--- config.mk ---
export PLATFORM = sky130hd
export DESIGN_NAME = comparator_selftest
export DESIGN_NICKNAME = d
export VERILOG_FILES = /design/src/rtl/comparator_pkg.sv /design/src/rtl/comparator_ref.sv /design/src/rtl/comparator_selftest.sv
export SDC_FILE = /design/constraint.sdc
export NUM_CORES = 1
export LEC_CHECK = 0
export ABC_AREA = 1
export BUFFER_PORTS_ARGS = -buffer_cell sky130_fd_sc_hd__buf_2
export CAP_MARGIN = 15
export CORE_MARGIN = 2
export CORE_UTILIZATION = 30
export CTS_CLUSTER_DIAMETER = 200
export CTS_CLUSTER_SIZE = 30
export DETAILED_ROUTE_END_ITERATION = 16
export GPL_TIMING_DRIVEN = 0
export PLACE_DENSITY = 0.58
export SYNTH_ARGS = -nofsm -noshare
export SYNTH_HDL_FRONTEND = slang
export SYNTH_SLANG_ARGS = --single-unit
--- constraint.sdc ---
create_clock -name clk -period 3 [get_ports clk]
set_clock_uncertainty 0.15 [all_clocks]
set_input_delay 0.6 -clock clk [delete_from_list [all_inputs] [get_ports clk]]
set_output_delay 0.6 -clock clk [all_outputs]
set_load 0.02 [all_outputs]
--- src/rtl/comparator_pkg.sv ---
// Shared flag codes and self-test FSM state encoding for the comparator slice.
package comparator_pkg;

    localparam logic [1:0] FLAG_EQ  = 2'b00;
    localparam logic [1:0] FLAG_LT  = 2'b01;
    localparam logic [1:0] FLAG_GT  = 2'b10;
    localparam logic [1:0] FLAG_BAD = 2'b11;

    typedef enum logic [2:0] {
        ST_IDLE,
        ST_DRIVE,
        ST_WAIT,
        ST_CHECK,
        ST_FINISH
    } state_e;

endpackage

--- src/rtl/comparator_ref.sv ---
// Reference comparator: produces the expected flag code for unsigned operands a and b.
module comparator_ref
    import comparator_pkg::*;
#(
    parameter int WIDTH = 4
) (
    input  logic [WIDTH-1:0] a,
    input  logic [WIDTH-1:0] b,
    output logic [1:0]       flag
);

    always_comb begin
        flag = FLAG_BAD;
        if (a == b) begin
            flag = FLAG_EQ;
        end else if (a < b) begin
            flag = FLAG_LT;
        end else begin
            flag = FLAG_GT;
        end
    end

endmodule

--- src/rtl/comparator_selftest.sv ---
// Exhaustive self-test sequencer for an external comparator with LATENCY-cycle response.
// Optional build macro SELFTEST_STOP_ON_FAIL_EN ends a run at the first mismatch and holds the failing vector.
module comparator_selftest
    import comparator_pkg::*;
#(
    parameter int WIDTH   = 4,
    parameter int LATENCY = 1
) (
    input  logic             clk,
    input  logic             rst,
    input  logic             start,
    output logic [WIDTH-1:0] A,
    output logic [WIDTH-1:0] B,
    input  logic [1:0]       flag,
    output logic             busy,
    output logic             done,
    output logic             pass,
    output logic [15:0]      err_count
);

    localparam int         VEC_W     = 2 * WIDTH;
    localparam logic [3:0] WAIT_LOAD = (LATENCY > 1) ? 4'(LATENCY - 2) : 4'd0;

    state_e             state_q, state_d;
    logic [VEC_W-1:0]   vec_q, vec_d;
    logic [3:0]         wait_q, wait_d;
    logic [15:0]        err_q, err_d;
    logic               busy_q, busy_d;
    logic               done_q, done_d;
    logic               pass_q, pass_d;
    logic [1:0]         exp_flag;
    logic               mismatch;

    comparator_ref #(
        .WIDTH(WIDTH)
    ) u_ref (
        .a    (vec_q[VEC_W-1:WIDTH]),
        .b    (vec_q[WIDTH-1:0]),
        .flag (exp_flag)
    );

    assign mismatch = (flag != exp_flag);

    always_comb begin
        state_d = state_q;
        vec_d   = vec_q;
        wait_d  = wait_q;
        err_d   = err_q;
        pass_d  = pass_q;

        case (state_q)
            ST_IDLE: begin
                if (start) begin
                    state_d = ST_DRIVE;
                    vec_d   = '0;
                    err_d   = '0;
                    pass_d  = 1'b0;
                end
            end
            ST_DRIVE: begin
                if (LATENCY > 1) begin
                    state_d = ST_WAIT;
                    wait_d  = WAIT_LOAD;
                end else begin
                    state_d = ST_CHECK;
                end
            end
            ST_WAIT: begin
                if (wait_q == 4'd0) begin
                    state_d = ST_CHECK;
                end else begin
                    wait_d = wait_q - 4'd1;
                end
            end
            ST_CHECK: begin
                if (mismatch && (err_q != 16'hFFFF)) begin
                    err_d = err_q + 16'd1;
                end
                // The last vector ends the run instead of wrapping the counter.
                if (vec_q == '1) begin
                    state_d = ST_FINISH;
                    vec_d   = '0;
                end else begin
                    state_d = ST_DRIVE;
                    vec_d   = vec_q + VEC_W'(1);
                end
`ifdef SELFTEST_STOP_ON_FAIL_EN
                if (mismatch) begin
                    state_d = ST_FINISH;
                    vec_d   = vec_q;
                end
`endif
            end
            ST_FINISH: begin
                state_d = ST_IDLE;
            end
            default: begin
                state_d = ST_IDLE;
            end
        endcase

        if ((state_q == ST_CHECK) && (state_d == ST_FINISH)) begin
            pass_d = (err_d == 16'd0);
        end

        busy_d = (state_d == ST_DRIVE) || (state_d == ST_WAIT) || (state_d == ST_CHECK);
        done_d = (state_d == ST_FINISH);
    end

    always_ff @(posedge clk) begin
        if (rst) begin
            state_q <= ST_IDLE;
            vec_q   <= '0;
            wait_q  <= '0;
            err_q   <= '0;
            busy_q  <= 1'b0;
            done_q  <= 1'b0;
            pass_q  <= 1'b0;
        end else begin
            state_q <= state_d;
            vec_q   <= vec_d;
            wait_q  <= wait_d;
            err_q   <= err_d;
            busy_q  <= busy_d;
            done_q  <= done_d;
            pass_q  <= pass_d;
        end
    end

    assign A         = vec_q[VEC_W-1:WIDTH];
    assign B         = vec_q[WIDTH-1:0];
    assign busy      = busy_q;
    assign done      = done_q;
    assign pass      = pass_q;
    assign err_count = err_q;

endmodule

======== Word level (Yosys, flattened, before mapping) ========
Cells that the tools add are included.
word-level totals
  register bits ........................... 34
  input bits .............................. 5
  output and inout bits ................... 27
  logic and storage cells ................. 52
cells by class
  add/subtract/negate cells ............... 3
  order comparisons ....................... 1
  equality and inequality tests ........... 12
  multiplexer cells ....................... 15
  bitwise logic cells ..................... 1
  reduce and logical (&&, ||, !) cells .... 13
operator list
  operator                                           count
  2-to-1 mux 16 bit                                  2
  case mux 16 bit (2 select lines)                   1
  adder 16 x 1 -> 16 bit (second input constant)     1
  zero test 16 bit                                   1
  2-to-1 mux 8 bit                                   2
  != test 16 bit (second input constant)             1
  case mux 8 bit (2 select lines)                    1
  == test 3 x 2 -> 1 bit (second input constant)     4
  case mux 3 bit (4 select lines)                    1
  2-to-1 mux 3 bit                                   3
  adder 8 x 1 -> 8 bit (second input constant)       1
  == test 8 bit (second input constant)              1
  == test 3 x 1 -> 1 bit (second input constant)     2
  AND reduction 2 bit                                3
  nonzero test 2 bit                                 3
  == test 4 bit                                      1
  zero test 4 bit                                    1
  less-than comparator 4 bit                         1
  2-to-1 mux 2 bit                                   2
  subtractor 4 x 1 -> 4 bit (second input constant)  1
  == test 3 bit (second input constant)              1
  zero test 3 bit                                    1
  2-to-1 mux 1 bit                                   3
  logical AND 1 bit                                  2
  other kinds (4)                                    5

======== Depth between registers and ports, before layout ========
  word-level depth ........................ 9
  gate-level depth with buffers ........... 20
  depth with buffers taken out ............ 20

======== Cells and area by module ========
Synthesis repeated with hierarchy kept, for this count alone.
unflattened totals
  cells, all modules ...................... 364
  area, all modules ....................... 2253.4 um2
by module, submodules not included
  module               times used  cells each  area each (um2)  sequential area each (um2)
  comparator_selftest  1           343         2137.0           680.7
  comparator_ref       1           21          116.4            0.0

======== Worst setup path after synthesis ========
No wires, ideal clock.
  path type ............................... reg2reg
  start ................................... register vec_q[3]
  end ..................................... register pass_q (netlist: pass)
  library setup time ...................... 66 ps
  arrival time ............................ 2084 ps
  data required time ...................... 2784 ps
  slack ................................... 700 ps
  cell stages (with the launch flop) ...... 17
  path buffers ............................ 1
  period minus slack after synthesis ...... 2300 ps
  cell sequence ........................... dfxtp_1 -> inv_1 -> ha_1 -> a21oi_1 -> nand2_1 -> nand2_1 -> nand2_1 -> nand2_1 -> nand2_2 -> buf_4 -> nand3b_1 -> nand2_1 -> nor2_1 -> nand2_1 -> nor2_1 -> nand3_1 -> a21oi_2
on the way
  cells in the longest elaborated chain, start to end .. 9
  elaborated cells between the ends (all ways) .. 18
  those cells by class .................... order compare (1); eq/ne (4); mux (7); reduce/logical (6)
ends and longest elaborated chain
  element                           RTL line                    source
  start, declared                   comparator_selftest.sv:25   logic [VEC_W-1:0] vec_q, vec_d;
  start signal, assigned            comparator_selftest.sv:121  vec_q <= vec_d;
  less-than comparator 4 bit        comparator_ref.sv:16        end else if (a < b) begin
  2-to-1 mux 2 bit                  comparator_ref.sv:16
  2-to-1 mux 2 bit                  comparator_ref.sv:14        if (a == b) begin
  != test 2 bit                     comparator_selftest.sv:42   assign mismatch = (flag != exp_flag);
  logical AND 1 bit                 comparator_selftest.sv:76   if (mismatch && (err_q != 16'hFFFF)) begin
  2-to-1 mux 16 bit                 comparator_selftest.sv:76
  case mux 16 bit (2 select lines)  comparator_selftest.sv:51   case (state_q)
  zero test 16 bit                  comparator_selftest.sv:103  pass_d = (err_d == 16'd0);
  2-to-1 mux 1 bit                  comparator_selftest.sv:102  if ((state_q == ST_CHECK) && (state_d == ST_FINISH)) begin
  end signal, assigned              comparator_selftest.sv:126  pass_q <= pass_d;
  end, declared                     comparator_selftest.sv:30   logic pass_q, pass_d;
Parallel ways exist; a longest one is shown, timed or not.
A chain may end at the register's enable or synchronous reset.

======== Final worst setup path ========
Ends and elaborated chain as after synthesis.

==> results.cfg <==
[clocking]
clk_pin_slew_ns = 0.08
h-tree-depth = 2
insertion_delay_ns = 0.29
holdBufCountCts = 0
numCtsBuffers = 5
cts_setup_buffers = 0
cts-root-buf = clkbuf_8
cts_resized = 0
clock-sinks = 34
cts_tree = built
max-clock-path-buffers = 2

[layout]
area_growth_pct = 17.5
postLayoutCellArea_um2 = 2610
register_area_um2 = 681
antenna_cells = 0
layout-drive-gt1-share = 0.183
fin_util = 0.361
n_fill_cell = 825
fin_cells = 481
finalNetCount = 393
multi_input_area_um2 = 1240

[floorplanning]
die_h_um = 90.0
core-area_um2 = 7210
io_pins = 32
dieArea_um2 = 8100
initial_utilization = 0.307
placementRows = 31
die_w_um = 90.0

[power]
power_density_nw_per_um2 = 406
peakVddDrop_v = 0.000190
leakage_nw = 1.22

[worst_setup_path]
crit_slowest_cell = dfxtp_1
criticalPathCategory = register to register
crit_top_cell = nand2_1
worstReg2RegEnd = pass$_SDFFE_PP0P_
crit_arrival_ns = 2.63
timing.reg2reg.setup_slack_ns = 0.45
endpoint_kind = register
slowest_delay_ns = 0.38
worstPathRequired_ns = 3.08
reg2reg_from = vec_q[3]$_SDFFE_PP0P_
ff2ff_path_depth = 16
crit_chain = inv_1, ha_1, a21oi_1, nand2_1, nand2_1, nand2_1, nand2_1, nand2_2, buf_4, nand3b_1, nand2_1, nor2_1, nand2_1, nor2_1, nand3_1, a21oi_2
cp_max_fo = 10
start_kind = register

[synth]
synth_top_cell_by_area = dfxtp_1
syn_area_um2 = 2220
synth_area_leaders = dfxtp_1, nand2_1, inv_1, nor2_1, nand3_1
netlist_instances = 344
synth.most_common_cell = nand2_1
netlist.area_leader.share = 0.307
synthArstFlopShare = 0
synth.avg_cell_area_um2 = 6.45
syn_nets = 356
yosysUniqueCellTypes = 38
synth_edf_count = 0
synth-seq-cells = 34
yosys_warnings = 0
ys_dominant_reg_cell = dfxtp_1
ys_seq_area_frac = 0.307
synthTopCellsByCount = nand2_1, inv_1, nor2_1

[sta]
hold_viol = 0
worst_slew_pin_slew_ns = 0.670
slew-limit-headroom = 0.552
rsz0062_at_grt = no
drv_slew = 0
setup_violations = 0
fin_crit_sh = 0.849
min_period_ns = 2.55
fin_tns_setup_ns = 0
max_freq_mhz = 393

[route]
drt_iter0_drc = 100
vias = 2178
ant_nets = 0
routed_wl_um = 5490
wl_per_cell_um = 11.4
first_pass_iters = 4
drc_errors = 0
viasPerCell = 4.53

[placement]
dp.cells = 473
routabilityCongestion = 0.802
hpwlAfterDp_um = 4060
place_area_um2 = 2490
port_buffers = 30

[grt]
antenna_found_initial = 0
grt_max_degree = 13
first_global_vias = 2036
grt_pass1_wl_um = 9270
grt_usage = 0.138
grt-ovfl-total = 0

[min_path]
whs_path_depth = 1
hold-path-endpoint = wait_q[2]$_SDFFE_PP0P_
hp-start = wait_q[2]$_SDFFE_PP0P_
hold_class = register to register

[run]
maxCapViolCount = 0

[run_status]
outcome = finished, final reports clean
[logic make-up after synthesis]
kind of cell | count (synthesis) | share of synthesized area
flip-flops | 34 | 0.307
buffers and inverters | 72 | 0.132
AO/OA/AOI/OAI | 35 | 0.0970
AND/OR/NAND/NOR | 196 | 0.425
adder cells (fa/ha/maj) | 7 | 0.0395
[state kept, by name (all words and copies together), names as in the netlist]
| register | flops |
|---|---|
| err_count | 16 |
| vec_q | 8 |
| wait_q | 4 |
| state_q | 3 |
| busy | 1 |
| done | 1 |
| pass | 1 |
[final cells by class]
type | count | share of cell area
buffer | 8 | 0.0192
inverter | 64 | 0.0931
tap | 99 | 0.0475
clock inverter | 3 | 0.0173
timing repair buffer | 30 | 0.0576
sequential | 34 | 0.261
clock buffer | 5 | 0.0264
multi-input combinational | 238 | 0.478
[metrics by stage]
stage               worst slack (ns)  total power [mW]  hold WS [ns]
floorplan                      0.700             0.590         0.285
global placement               0.507             0.633         0.310
detailed placement             0.465             0.634         0.310
CTS                            0.447              1.07         0.327
global route                   0.221              1.11         0.346
finish                         0.454              1.06         0.323
[placed cells by master, fill, tap and decap left out, types with 4 or more instances in the layout]
cell	instances
inv_1	58
clkbuf_8	5
a21oi_1	16
clkbuf_1	4
nand4_1	6
nand3_1	19
dfxtp_1	34
nor3_1	10
ha_1	7
nand2_1	98
nand3_2	4
nor2_4	4
nor2_1	35
nor2_2	4
buf_2	31
nand3b_1	7
o21ai_0	7
inv_2	5
[worst max-delay path: cells and delay by family, from the launching register on]
kind | cells | cell delay [ns]
AO/OA/AOI/OAI | 2 | 0.39
adder cells (fa/ha/maj) | 1 | 0.30
buffers and inverters | 2 | 0.29
flip-flops | 1 | 0.38
AND/OR/NAND/NOR | 11 | 1.00
[layer usage]
metal	wire length, µm	GRT usage	up-vias	share of wire
met5	0	0	-	0
met4	59	0.0372	0	0.011
met3	199	0.0327	5	0.036
met2	2500	0.229	30	0.46
met1	2730	0.182	984	0.50
li1	-	-	1159	-
[worst max-delay path by stage]
stage / from / endpoint / slack [ns] / cells past startpoint
floorplan: vec_q[3]$_SDFFE_PP0P_ / pass$_SDFFE_PP0P_ / 0.70 / 16
global placement: vec_q[3]$_SDFFE_PP0P_ / pass$_SDFFE_PP0P_ / 0.51 / 16
detailed placement: vec_q[3]$_SDFFE_PP0P_ / pass$_SDFFE_PP0P_ / 0.47 / 16
CTS: vec_q[3]$_SDFFE_PP0P_ / pass$_SDFFE_PP0P_ / 0.45 / 16
global route: vec_q[3]$_SDFFE_PP0P_ / pass$_SDFFE_PP0P_ / 0.22 / 16
finish: vec_q[3]$_SDFFE_PP0P_ / pass$_SDFFE_PP0P_ / 0.45 / 16
[power breakdown]
part / internal (mW) / switching (mW)
clock network: 0.247 / 0.188
logic: 0.0445 / 0.108
registers: 0.462 / 0.00813
Note: power is estimated with default switching activity, not from simulation.
